[src/rtl/astat_reg.sv]
// -----------------------------------------------------------------------------
// astat_reg -- arithmetic status register with sticky overflows and a LIFO
// status stack.
//
// ASTAT collects the per-unit result flags. Each field group (ALU, multiplier,
// shifter) updates only when its enable is high. ASTAT can also be written
// explicitly or reloaded from the status stack. Sticky overflow bits collect
// overflow events until they are rewritten. Every output comes from a flop.
//
// Ports
//   clk          in   system clock; all state changes on the rising edge
//   reset        in   asynchronous, active-high reset
//   alu_flg_en   in   ALU flag update strobe
//   alu_flg[3:0] in   {ac, an, av, az}
//   mul_flg_en   in   multiplier flag update strobe
//   mul_flg[1:0] in   {mv, mn}
//   shf_flg_en   in   shifter flag update strobe
//   shf_flg[1:0] in   {sz, sv}
//   ureg_wr_en   in   explicit register write strobe
//   ureg_wr_sel  in   0 = ASTAT, 1 = STKY
//   ureg_wr_dat  in   write data (STKY takes bits [2:0])
//   stk_push     in   push ASTAT onto the status stack
//   stk_pop      in   pop the status stack into ASTAT
//   astat_bts    out  {sz, sv, mv, mn, ac, an, av, az}
//   stky_bts     out  {sos, mos, aos}
//   stk_full     out  stack holds STK_DEPTH entries
//   stk_empty    out  stack holds no entries
//   stk_err      out  one-cycle pulse after an illegal stack operation
// -----------------------------------------------------------------------------
module astat_reg #(
  parameter int STK_DEPTH = 4  // legal range 2..16
) (
  input  logic       clk,
  input  logic       reset,
  input  logic       alu_flg_en,
  input  logic [3:0] alu_flg,
  input  logic       mul_flg_en,
  input  logic [1:0] mul_flg,
  input  logic       shf_flg_en,
  input  logic [1:0] shf_flg,
  input  logic       ureg_wr_en,
  input  logic       ureg_wr_sel,
  input  logic [7:0] ureg_wr_dat,
  input  logic       stk_push,
  input  logic       stk_pop,
  output logic [7:0] astat_bts,
  output logic [2:0] stky_bts,
  output logic       stk_full,
  output logic       stk_empty,
  output logic       stk_err
);

  localparam int CW = $clog2(STK_DEPTH + 1);

  // Decoded stack operation for this cycle.
  typedef struct packed {
    logic push_ok;
    logic pop_ok;
    logic err;
  } stk_op_t;

  logic [7:0]                  astat_q, astat_d;
  logic [2:0]                  stky_q,  stky_d;
  logic [CW-1:0]               cnt_q,   cnt_d;
  logic                        full_q,  full_d;
  logic                        empty_q, empty_d;
  logic                        err_q,   err_d;
  logic [STK_DEPTH-1:0][7:0]   stk_mem_q, stk_mem_d;

  stk_op_t    op;
  logic [7:0] stk_top;
  logic       wr_astat;
  logic       wr_stky;

  assign wr_astat = ureg_wr_en && !ureg_wr_sel;
  assign wr_stky  = ureg_wr_en &&  ureg_wr_sel;

  // Push and pop in the same cycle are treated as a conflict, not as a
  // swap: neither takes effect and the error pulse fires.
  always_comb begin
    op         = '0;
    op.push_ok = stk_push && !stk_pop && (cnt_q != CW'(STK_DEPTH));
    op.pop_ok  = stk_pop && !stk_push && (cnt_q != '0);
    op.err     = (stk_push || stk_pop) && !op.push_ok && !op.pop_ok;
  end

  // Top-of-stack is entry cnt_q-1. This is a compare-based mux, so an index
  // past the written entries is never formed.
  always_comb begin
    stk_top = '0;
    for (int i = 0; i < STK_DEPTH; i++) begin
      if (cnt_q == CW'(i + 1)) stk_top = stk_mem_q[i];
    end
  end

  // A push stores the current (pre-edge) ASTAT. Same-cycle flag updates go
  // only into ASTAT.
  always_comb begin
    stk_mem_d = stk_mem_q;
    for (int i = 0; i < STK_DEPTH; i++) begin
      if (op.push_ok && (cnt_q == CW'(i))) stk_mem_d[i] = astat_q;
    end
  end

  always_comb begin
    cnt_d = cnt_q;
    if (op.push_ok)     cnt_d = cnt_q + CW'(1);
    else if (op.pop_ok) cnt_d = cnt_q - CW'(1);
    empty_d = (cnt_d == '0);
    full_d  = (cnt_d == CW'(STK_DEPTH));
    err_d   = op.err;
  end

  // ASTAT priority: legal pop, then explicit write, then per-group flags.
  always_comb begin
    astat_d = astat_q;
    if (op.pop_ok) begin
      astat_d = stk_top;
    end else if (wr_astat) begin
      astat_d = ureg_wr_dat;
    end else begin
      if (alu_flg_en) astat_d[3:0] = alu_flg;
      if (mul_flg_en) astat_d[5:4] = mul_flg;
      if (shf_flg_en) astat_d[7:6] = shf_flg;
    end
  end

  // Sticky bits see every overflow event, whatever happens to ASTAT. Only a
  // STKY write clears them, and that write beats a same-cycle set.
  always_comb begin
    stky_d = stky_q;
    if (alu_flg_en && alu_flg[1]) stky_d[0] = 1'b1;  // aos <- av
    if (mul_flg_en && mul_flg[1]) stky_d[1] = 1'b1;  // mos <- mv
    if (shf_flg_en && shf_flg[0]) stky_d[2] = 1'b1;  // sos <- sv
    if (wr_stky) stky_d = ureg_wr_dat[2:0];
  end

  always_ff @(posedge clk or posedge reset) begin
    if (reset) begin
      astat_q   <= '0;
      stky_q    <= '0;
      cnt_q     <= '0;
      full_q    <= 1'b0;
      empty_q   <= 1'b1;
      err_q     <= 1'b0;
      stk_mem_q <= '0;
    end else begin
      astat_q   <= astat_d;
      stky_q    <= stky_d;
      cnt_q     <= cnt_d;
      full_q    <= full_d;
      empty_q   <= empty_d;
      err_q     <= err_d;
      stk_mem_q <= stk_mem_d;
    end
  end

  assign astat_bts = astat_q;
  assign stky_bts  = stky_q;
  assign stk_full  = full_q;
  assign stk_empty = empty_q;
  assign stk_err   = err_q;

endmodule

[config.mk]
export PLATFORM = sky130hd
export DESIGN_NAME = astat_reg
export DESIGN_NICKNAME = d
export VERILOG_FILES = /design/src/rtl/astat_reg.sv
export SDC_FILE = /design/constraint.sdc
export NUM_CORES = 1
export LEC_CHECK = 0
export ABC_AREA = 1
export BUFFER_PORTS_ARGS = -buffer_cell sky130_fd_sc_hd__buf_4
export CAP_MARGIN = 20
export CORE_MARGIN = 2
export CORE_UTILIZATION = 43
export DETAILED_ROUTE_END_ITERATION = 10
export PLACE_DENSITY = 0.74
export SYNTH_ARGS = -nofsm -noshare
export SYNTH_HDL_FRONTEND = slang
export SYNTH_SLANG_ARGS = --single-unit
[constraint.sdc]
create_clock -name clk -period 2 [get_ports clk]
set_input_delay 0.2 -clock clk [delete_from_list [all_inputs] [get_ports clk]]
set_output_delay 0.2 -clock clk [all_outputs]
set_load 0.01 [all_outputs]
# Yosys cells after proc, flatten, opt, wreduce, memory -nomap -nowiden
# Index checks and enable logic that the tools add are counted.
word_totals:
  ff_bits: 49
  in_bits: 25
  out_inout_bits: 14
  word_cells: 67
op_classes:
  addsub: 2
  eq_ne: 6
  n_mux: 15
  reduce_logical: 30
ops:
  columns: ["cell", "n"]
  rows:
  - ["8-bit two-way mux", 6]
  - ["1-bit logical AND", 15]
  - ["3-bit nonzero test", 4]
  - ["3-bit two-way mux", 3]
  - ["3-bit by 2-bit equality test with 1-bit output, second input constant", 2]
  - ["3-bit equality test, second input constant", 2]
  - ["3-bit logical NOT", 2]
  - ["2-bit nonzero test", 3]
  - ["1-bit logical NOT", 5]
  - ["2-bit two-way mux", 2]
  - ["4-bit two-way mux", 1]
  - ["3-bit by 1-bit adder with 3-bit output, second input constant", 1]
  - ["3-bit by 1-bit equality test with 1-bit output, second input constant", 1]
  - ["1-bit two-way mux", 3]
  - ["3-bit inequality test, second input constant", 1]
  - ["3-bit by 1-bit subtractor with 3-bit output, second input constant", 1]
  - ["1-bit logical OR", 1]

# Logic depth before layout (Yosys ltp)
# Gate-level depths: netlist of run 1.
logic_depth:
  ltp_word: 6
  mapped_depth: 10
  ltp_nobuf: 10

# Worst setup path before layout of run 1
# OpenSTA, ideal clock, no wires.
synth_timing:
  path_type: "reg-to-reg"
  from: "reg cnt_q[0]"
  to: "reg stk_mem_q[16] (netlist name)"
  setup_ns: 0.127
  t_arrival_ns: 1.336
  t_required_ns: 1.873
  path_slack_ns: 0.537
  path_stages_with_launch: 9
  path_buffers: 1
  period_less_slack_ns: 1.463
  path_cell_list: "dfrtp_1 > inv_1 > ha_1 > inv_2 > nor2_4 > nand2_4 > buf_6 > nand2_1 > o21ai_0"
synth_between:
  elab_chain_len: 3
  word_cells_on_any_way: 4
  cone_classes: "eq/ne: 2; reduce/logical: 2"
synth_lines:
  columns: ["item", "line", "text"]
  rows:
  - ["start: declaration", "64", "logic [CW-1:0] cnt_q, cnt_d;"]
  - ["start signal: assignment", "150", "cnt_q <= cnt_d;"]
  - ["3-bit inequality test", "82", "op.push_ok = stk_push && !stk_pop && (cnt_q != CW'(STK_DEPTH));"]
  - ["1-bit logical AND", "82", null]
  - ["1-bit logical AND *", "101", "if (op.push_ok && (cnt_q == CW'(i))) stk_mem_d[i] = astat_q;"]
  - ["end signal: assignment", "154", "stk_mem_q <= stk_mem_d;"]
  - ["end: declaration", "68", "logic [STK_DEPTH-1:0][7:0] stk_mem_q, stk_mem_d;"]
# Every way passes the cells marked *; elsewhere a longest branch is shown, timed or not.
# A chain may end at the register's enable or synchronous reset.

# Worst setup path in the final report of run 1
layout_timing:
  from: "reg cnt_q[0]"
  to: "reg stk_mem_q[4] (netlist name)"
# Same word-level chain as after synthesis.

==> key figures, run 1 <==
Status
  • Outcome: finished clean

Timing
  • WHS: about 150 ps
  • FMAX: approximately 0.59 GHz
  • RSZ-0062 raised after global routing: no
  • Slew Limit Fails: 0
  • Layout Skew: roughly 6.6 ps
  • Slew @ Worst Pin: 524 ps
  • Fin. Hold Viols: 0
  • TNS Setup: 0 ps
  • Crit path time final: between 1500 and 2000 ps
  • Final worst slack: just over 300 ps
  • Final setup fails: 0
  • Final Cycle Share: between 80% and 90%
  • Worst rel slew slack: around two thirds

Cells and area
  • Most common cell after layout, fill and taps aside: nand2_1
  • Final nets: slightly above 400
  • Area grow syn2layout: 17.1%
  • Leading cell types in the layout, fill and taps excluded: 123 x nand2_1, 48 x dfrtp_1, 40 x buf_4, 35 x nor2_1, 31 x o21ai_0
  • Layout cell share with drive strength beyond 1: 18.3%
  • Layout Utilization: between 50% and 60%
  • Final instance area: about 3000 um2
  • Antenna cells: 0
  • Finished Layout Cells: 457

Floorplanning
  • Initial core utilization: 44.3%
  • Core box area: 5920 um2
  • Die height: 82.1 um
  • Rows: 28
  • Die extent in x: roughly 80 um
  • Boundary Pins: 39
  • Die Area: slightly below 7000 um2

Drt
  • Drt via density: 4.84
  • Vias: 2213
  • Drt first pass iters: 4
  • Starting DRC count in detailed routing: 99
  • Post-DRT Antenna Nets: 0
  • WL final: around 5600 um
  • WL/cell: ~12 um
  • DR DRC count: 0

Synth
  • YS warnings: 0
  • Synthesized area: between 2000 and 3000 um2
  • Post-synth top area share: a little under half
  • Synth Instances: around 340
  • Post-synth net total: roughly 370
  • Post-Syn Area per Cell: around 7.7 um2
  • Cell taking the most area after synthesis: dfrtp_1
  • Yosys cell types: 23
  • Synth top area cells: dfrtp_1 46%, nand2_1 18%, o21ai_0 5.9%
  • Register area share after synthesis: 46.8%
  • Seq cells post-synth: between 40 and 50

Global route
  • First-pass GRT wire length: 9780 um
  • Tot GR Track Use: between 10% and 20%
  • Initial antenna violation count: 0
  • Number of global-route vias before repair: 2110
  • Grt ovf: 0
  • Largest net degree at the start of global routing: 27

CTS
  • Clk buf depth: 2
  • Htree depth: 2
  • Clk_lat worst skew: slightly above 300 ps
  • Root Driver: clkbuf_8
  • CTS tree: done
  • CTS Sinks: 49
  • Post-cts resize count: 0
  • Reg clk slew, reported paths: about 90 ps
  • Total CTS buffers: 5
  • Hold Buf Count CTS: 1
  • Postcts setup bufs: 0

Worst setup path
  • Peak fanout along the critical path: 16
  • Worst path arrival time: around 1900 ps
  • CP startpoint kind: flop
  • Crit. Startpoint: cnt_q[0]$_DFF_PP0_
  • Worst path required time: ~2200 ps
  • CP endpoint kind: flop
  • CP Class: reg -> reg
  • RR Startpoint: cnt_q[0]$_DFF_PP0_

Place
  • Placed cells: about 450
  • DP Area: approximately 2900 um2
  • DP HPWL: between 4000 and 5000 um
  • Pre-CTS setup slack: roughly 340 ps
  • GP Congestion: about 0.8
  • PortBufs: 38

Worst hold path
  • HP Start: stk_push
  • Hold Crit Class: in -> reg

Power and ir drop
  • Clock power share: between 10% and 20%
  • Power Total: ~3.9 mW
  • Leakage: approximately 1.6 nW
  • Flop pwr share: 42.4%
  • Combinational power share: roughly two fifths
  • Internal Dissipation: 2.39 mW
  • Pwr Density: 1280 nW/um2
  • Psw: between 1.5 and 2 mW
  • Sw Ratio: 39.1%
  • Peak supply drop: between 0.0005 and 0.0006 V

Flow run
  • Max Cap Viol: 0
-- cells in the mapped netlist --
| library cell | count |
|---|---|
| o21ai_1 | 8 |
| nor2_1 | 35 |
| buf_6 | 6 |
| nor2_4 | 3 |
| buf_4 | 2 |
| nand3_1 | 12 |
| dfstp_2 | 1 |
| nand2_1 | 123 |
| o21ai_2 | 5 |
| o21ai_0 | 31 |
| nand3_4 | 1 |
| buf_2 | 2 |
| ha_1 | 6 |
| xor2_1 | 1 |
| nand2_4 | 3 |
| a21oi_1 | 14 |
| dfrtp_1 | 48 |
| inv_1 | 31 |
| nor2_2 | 1 |
| nand2_2 | 3 |
| inv_2 | 3 |
| or2_2 | 1 |
| nor4_1 | 2 |
-- registers in the layout (all words and copies together), names as in the netlist --
name       flops
stk_mem_q     32
astat_bts      8
cnt_q          3
stky_bts       3
stk_empty      1
stk_err        1
stk_full       1
-- worst paths after layout --
kind | endpoint | slack (ps) | cells past startpoint
max in group asynchronous | stk_mem_q[4]$_DFFE_PP0P_ | 980 | 4
min in group asynchronous | stk_mem_q[28]$_DFFE_PP0P_ | 490 | 3
max | stk_mem_q[4]$_DFFE_PP0P_ | 310 | 6
max reg2reg | stk_mem_q[4]$_DFFE_PP0P_ | 310 | 6
min | stk_err$_DFF_PP0_ | 150 | 3
min reg2reg | stk_mem_q[30]$_DFFE_PP0P_ | 490 | 2
-- logic make-up after synthesis --
kind of cell	count (synthesis)	synth area share [%]
XOR/XNOR	1	0.334
flip-flops	49	46.8
buffers and inverters	44	8.40
AO/OA/AOI/OAI	58	11.8
adder cells (fa/ha/maj)	6	2.86
AND/OR/NAND/NOR	184	29.8
-- per-layer routing --
metal	up-vias	routed length [um]	GRT usage (%)
li1	1145	-	-
met5	-	0	0
met3	9	212	3.80
met1	1013	2750	26.5
met2	46	2580	30.0
met4	0	91	6.00
-- area by class of cell --
type	instances	area (um2)
Multi-Input combinational cell	249	1170
Clock buffer	7	86.3
Fill cell	548	2850
Timing Repair Buffer	42	330
Sequential cell	49	1230
Tap cell	75	93.8
Inverter	34	128
Clock inverter	1	30.0
-- worst max-delay path: stages (launching register included) --
cell and delay, ps:
dfrtp_1 420, inv_1 130, ha_1 240, inv_1 50, nor2_1 160, nand2_1 320, o21ai_0 280
-- power groups by stage --
stage	sequential, mW	combinational [mW]	clock (mW)
after floorplan	1.63	1.14	0
after global routing	1.72	1.77	0.799
after global placement	1.67	1.49	0
after CTS	1.66	1.54	0.760
after detailed placement	1.68	1.53	0
final	1.66	1.52	0.741
(Power assumes the default switching activity.)
==> run 2: changes to the inputs <==
==> constraint.sdc (replaced) <==
create_clock -name clk -period 1.8 [get_ports clk]
set_input_delay 0.18 -clock clk [delete_from_list [all_inputs] [get_ports clk]]
set_output_delay 0.18 -clock clk [all_outputs]
set_load 0.01 [all_outputs]
==> key figures, run 2 (synthesis gave the netlist of run 1 again) <==
Status
  • Outcome: finished clean

CTS
  • Clk_lat worst skew: just over 300 ps
  • CTS Sinks: 49
  • Clk buf depth: 2
  • Reg clk slew, reported paths: roughly 90 ps
  • Htree depth: 2
  • CTS tree: done
  • Root Driver: clkbuf_8
  • Total CTS buffers: 5

Worst setup path
  • Slowest stage delay, CP: around 430 ps
  • Worst path arrival time: between 1500 and 2000 ps
  • R2R Setup Slk: approximately 120 ps
  • CP Class: reg -> reg
  • Critical path cell sequence: inv_1, ha_2, inv_2, nor2_4, buf_4, nand2_4, nand2_1, o21ai_0
  • CP startpoint kind: flop
  • Worst path required time: between 1500 and 2000 ps
  • CP endpoint kind: flop
  • RR Startpoint: cnt_q[0]$_DFF_PP0_
  • Crit path max-delay cell type: dfrtp_1
  • Critical Path End: stk_mem_q[20]$_DFFE_PP0P_
  • Endpoint of the worst-slack reg-to-reg timing path: stk_mem_q[20]$_DFFE_PP0P_
  • Worst Reg-to-Reg Cells: 8
  • Peak fanout along the critical path: 16
  • Crit. Startpoint: cnt_q[0]$_DFF_PP0_

Global route
  • Met3 Use GR: slightly above 4%
  • Busiest grt layer: met2
  • Tot GR Track Use: 19.0%
  • Met2 Use GR: between 30% and 40%
  • Number of global-route vias before repair: approximately 2100
  • Initial antenna violation count: 0
  • Grt ovf: 0
  • First-pass GRT wire length: 9720 um
  • GRT met1 Usage: roughly a quarter
  • Largest net degree at the start of global routing: 50

Cells and area
  • Most common cell after layout, fill and taps aside: nand2_1
  • Largest register FFs: 32
  • Area grow syn2layout: 18.7%
  • # fillers: 559
  • Antenna cells: 0
  • Largest Register: stk_mem_q
  • Final nets: approximately 420
  • Finished Layout Cells: ~460
  • Layout cell share with drive strength beyond 1: between 20% and 30%
  • Layout Utilization: around 53%
  • Leading cell types in the layout, fill and taps excluded: 121 x nand2_1, 48 x dfrtp_1, 44 x buf_4, 35 x nor2_1, 31 x o21ai_0

Drt
  • Drt first pass iters: 4
  • WL final: ~5800 um
  • Vias: roughly 2300
  • WL/cell: 12.5 um
  • Post-DRT Antenna Nets: 0
  • Starting DRC count in detailed routing: approximately 130
  • Drt via density: between 4 and 5
  • DR DRC count: 0

Place
  • Placed cells: 451
  • DP HPWL: about 4200 um
  • GP Congestion: 0.851
  • PortBufs: 38

Floorplanning
  • Rows: 28
  • Die Area: 6740 um2
  • Die height: 82.1 um
  • Core box area: 5920 um2
  • Initial core utilization: around 44%
  • Boundary Pins: 39
  • Die extent in x: slightly above 80 um

Power and ir drop
  • Clock power share: about 17%
  • Combinational power share: a little over two fifths
  • Peak supply drop: slightly below 0.0006 V
  • Flop pwr share: 41.9%
  • Internal Dissipation: approximately 2.6 mW
  • Pwr Density: between 1000 and 1500 nW/um2
  • Power Total: between 4 and 5 mW
  • Sw Ratio: between 30 and 40%
  • Psw: 1.74 mW
  • Leakage: ~1.7 nW

Timing
  • Fin. Hold Viols: 0
  • Final setup fails: 0
  • Layout Skew: around 5.6 ps
  • Slew Limit Fails: 0
  • Slew @ Worst Pin: ~350 ps
  • Crit path time final: 1680 ps
  • FMAX: just under 0.6 GHz
  • Worst rel slew slack: approximately three quarters
  • Final Cycle Share: 93.5%
  • RSZ-0062 raised after global routing: yes

Worst hold path
  • Hold path cells: 3
  • Hold Crit Class: in -> reg

Flow run
  • Max Cap Viol: 0
## run 2: cell count changes in the layout (fill, tap and decap cells not counted), sizes merged
cell,previous run,this run
clkinv,0,1
buf,41,46
bufinv,1,0
## run 2: per-stage QoR
step / setup WS (ps) / instance area (um2) / hold slack, ps / setup TNS (ps)
after floorplan: 337 / 2620 / 318 / 0
after global placement: 99.2 / 2980 / 247 / 0
after detailed placement: 77.7 / 2980 / 250 / 0
after CTS: 49.6 / 3090 / 103 / 0
after global routing: -25.4 / 3110 / 98.7 / -28.7
final: 118 / 3110 / 114 / 0
## run 2: per-layer routing
metal | wire, um | part of all wire [%] | up-vias
met2 | 2690 | 47 | 65
li1 | - | - | 1160
met1 | 2680 | 47 | 1044
met5 | 0 | 0 | -
met3 | 306 | 5.3 | 8
met4 | 79 | 1.4 | 0
## run 2: worst min path at each step
stage,startpoint,end,slack [ps]
6_report,stk_push,stk_err$_DFF_PP0_,110
3_3_place_gp,reset,stk_mem_q[29]$_DFFE_PP0P_,250
4_1_cts,stk_push,stk_err$_DFF_PP0_,100
3_5_place_dp,reset,astat_bts[5]$_DFFE_PP0P_,250
2_1_floorplan,stk_push,stk_err$_DFF_PP0_,320
5_1_grt,stk_push,stk_err$_DFF_PP0_,100
## run 2: power by group through the flow
stage	Sequential, mW	Combinational (mW)	Clock [mW]
final	1.82	1.81	0.723
after global routing	1.88	2.08	0.778
after CTS	1.82	1.78	0.733
after detailed placement	1.84	1.78	0
after global placement	1.81	1.75	0
after floorplan	1.81	1.27	0
## run 2: critical path: cells and delay by family (launching register included)
kind,cells,cell delay (ps)
buffers and inverters,3,390
adder cells (fa/ha/maj),1,260
AND/OR/NAND/NOR,3,410
AO/OA/AOI/OAI,1,80
flip-flops,1,430
## run 2: timing repair
action | in CTS | in global routing
hold endpoints to repair | 48 | 0
hold buffers | 1 | 0
setup buffers | 0 | 2
resized for setup | 0 | 3
endpoints found under the setup margin | 0 | 32
## run 2: area by class of cell
type	count	area (um2)	area share, %
sequential	49	1230	39.4
multi-input combinational	249	1180	38.0
timing repair buffer	47	380	12.2
inverter	34	128	4.10
clock buffer	7	96.3	3.09
tap	75	93.8	3.01
clock inverter	1	5.00	0.161
==> run 3: changes to the inputs <==
==> constraint.sdc (replaced) <==
create_clock -name clk -period 1.8 [get_ports clk]
set_input_delay 0 -clock clk [delete_from_list [all_inputs] [get_ports clk]]
set_output_delay 0 -clock clk [all_outputs]
set_load 0.01 [all_outputs]
==> key figures, run 3 (synthesis gave the netlist of run 1 again) <==
Floorplanning
  • Core box area: just under 6000 um2
  • Boundary Pins: 39
  • Die height: between 80 and 90 um
  • Initial core utilization: approximately 44%
  • Rows: 28
  • Die Area: just under 7000 um2
  • Die extent in x: just over 80 um

Worst setup path
  • Worst path required time: 2040 ps
  • Slowest stage delay, CP: 430 ps
  • CP Class: reg -> reg
  • Crit path max-delay cell type: dfrtp_1
  • Worst path arrival time: 1890 ps
  • CP startpoint kind: flop
  • Critical path cell sequence: inv_2, ha_4, inv_2, nor2_4, buf_4, nand2_1, nand2_1, nand2_1, nand2_1, nand2_1, a21oi_1
  • Peak fanout along the critical path: 8
  • Most used cell, CP: nand2_1
  • CP endpoint kind: flop

Drt
  • Starting DRC count in detailed routing: roughly 180
  • DR DRC count: 0
  • Post-DRT Antenna Nets: 0
  • Drt first pass iters: 4
  • Drt via density: roughly 4.9
  • WL/cell: roughly 13 um
  • Vias: approximately 2300
  • WL final: 6050 um

Cells and area
  • Area grow syn2layout: 22.7%
  • Leading cell types in the layout, fill and taps excluded: 121 x nand2_1, 48 x dfrtp_1, 46 x buf_4, 35 x nor2_1, 31 x o21ai_0
  • Final nets: ~430
  • Most common cell after layout, fill and taps aside: nand2_1
  • Layout cell share with drive strength beyond 1: just over 20%
  • Largest Register: stk_mem_q
  • Largest register FFs: 32
  • Antenna cells: 0

Status
  • Outcome: finished clean

Timing
  • Slew Limit Fails: 0
  • Final Cycle Share: between 90% and 100%
  • Worst rel slew slack: 75.6%
  • Fin. Hold Viols: 0
  • Crit path time final: ~1700 ps
  • Slew @ Worst Pin: 366 ps
  • Final setup fails: 0
  • FMAX: just over 0.6 GHz
  • RSZ-0062 raised after global routing: no
  • TNS Setup: 0 ps
  • Layout Skew: between 6 and 7 ps
  • WHS: between 10 and 15 ps

Worst hold path
  • Hold Crit Class: in -> reg

CTS
  • Clk_lat worst skew: approximately 300 ps
  • Root Driver: clkbuf_8
  • CTS Sinks: around 50
  • Htree depth: 2
  • Clk buf depth: 2
  • CTS tree: done
  • Reg clk slew, reported paths: around 100 ps
  • Total CTS buffers: 5

Global route
  • Busiest grt layer: met2
  • Number of global-route vias before repair: roughly 2300
  • Initial antenna violation count: 0
  • GRT met1 Usage: between 20% and 30%
  • Met3 Use GR: between 3 and 4%
  • Tot GR Track Use: approximately a fifth
  • Met2 Use GR: approximately a third
  • First-pass GRT wire length: slightly above 10000 um
  • Largest net degree at the start of global routing: 21
  • Grt ovf: 0

Flow run
  • Max Cap Viol: 0

Place
  • DP HPWL: 4370 um
  • GP Congestion: slightly above 0.8
  • PortBufs: 38

Power and ir drop
  • Leakage: 1.71 nW
  • Peak supply drop: between 0.0005 and 0.0006 V
  • Pwr Density: roughly 1400 nW/um2
==> run 3: critical path: cells and delay by family, from the launching register on <==
family | cells | cell delay, ps
AND/OR/NAND/NOR | 6 | 510
buffers and inverters | 3 | 360
AO/OA/AOI/OAI | 1 | 120
adder cells (fa/ha/maj) | 1 | 190
flip-flops | 1 | 430
==> run 3: what timing repair did <==
| item | CTS | global route |
|---|---|---|
| hold buffers | 10 | 0 |
| setup endpoints to repair | 0 | 27 |
| buffers inserted | 0 | 2 |
| resized for setup | 0 | 5 |
| endpoints found under the hold margin | 20 | 0 |
==> run 3: cell type report <==
type / count / area, um2
clock inverter: 2 / 38.8
multi-input combinational: 249 / 1190
tap: 75 / 93.8
timing repair buffer: 57 / 465
inverter: 34 / 128
sequential: 49 / 1230
fill: 533 / 2700
clock buffer: 6 / 72.6
==> run 3: worst paths after layout <==
kind                            slack (ps)  cells past startpoint                        end                      from
worst max-delay path                   140                     11   astat_bts[4]$_DFFE_PP0P_        cnt_q[0]$_DFF_PP0_
worst min-delay path                    10                      3    stky_bts[1]$_DFFE_PP0P_                mul_flg[1]
worst max register to register         140                     11   astat_bts[4]$_DFFE_PP0P_        cnt_q[0]$_DFF_PP0_
worst min register to register         490                      2   stk_mem_q[2]$_DFFE_PP0P_  stk_mem_q[2]$_DFFE_PP0P_
max in group asynchronous             1020                      4  stk_mem_q[10]$_DFFE_PP0P_                     reset
min in group asynchronous              210                      3  stk_mem_q[29]$_DFFE_PP0P_                     reset
==> run 3: report_power, final <==
part / internal [mW] / total, mW / switching [mW] / leakage [nW]
Sequential: 1.55 / 1.82 / 0.262 / 0.605
Combinational: 0.743 / 1.87 / 1.13 / 1.05
Clock: 0.418 / 0.806 / 0.388 / 0.0554
==> run 3: per-stage QoR <==
step	cells	utilization [%]	total power [mW]	instance area, um2	setup WS, ps
floorplan	342	-	3.07	2620	337
global route	472	54.4	4.85	3220	51.1
finish	472	54.4	4.49	3220	144
detailed placement	452	50.2	3.62	2970	34.4
CTS	470	53.8	4.44	3190	13.5
global placement	452	50.2	3.56	2970	94.2
==> run 3: routing by layer <==
metal | routed length, um | vias up
met3 | 308 | 7
li1 | - | 1178
met2 | 2910 | 63
met4 | 45 | 0
met5 | 0 | -
met1 | 2780 | 1064
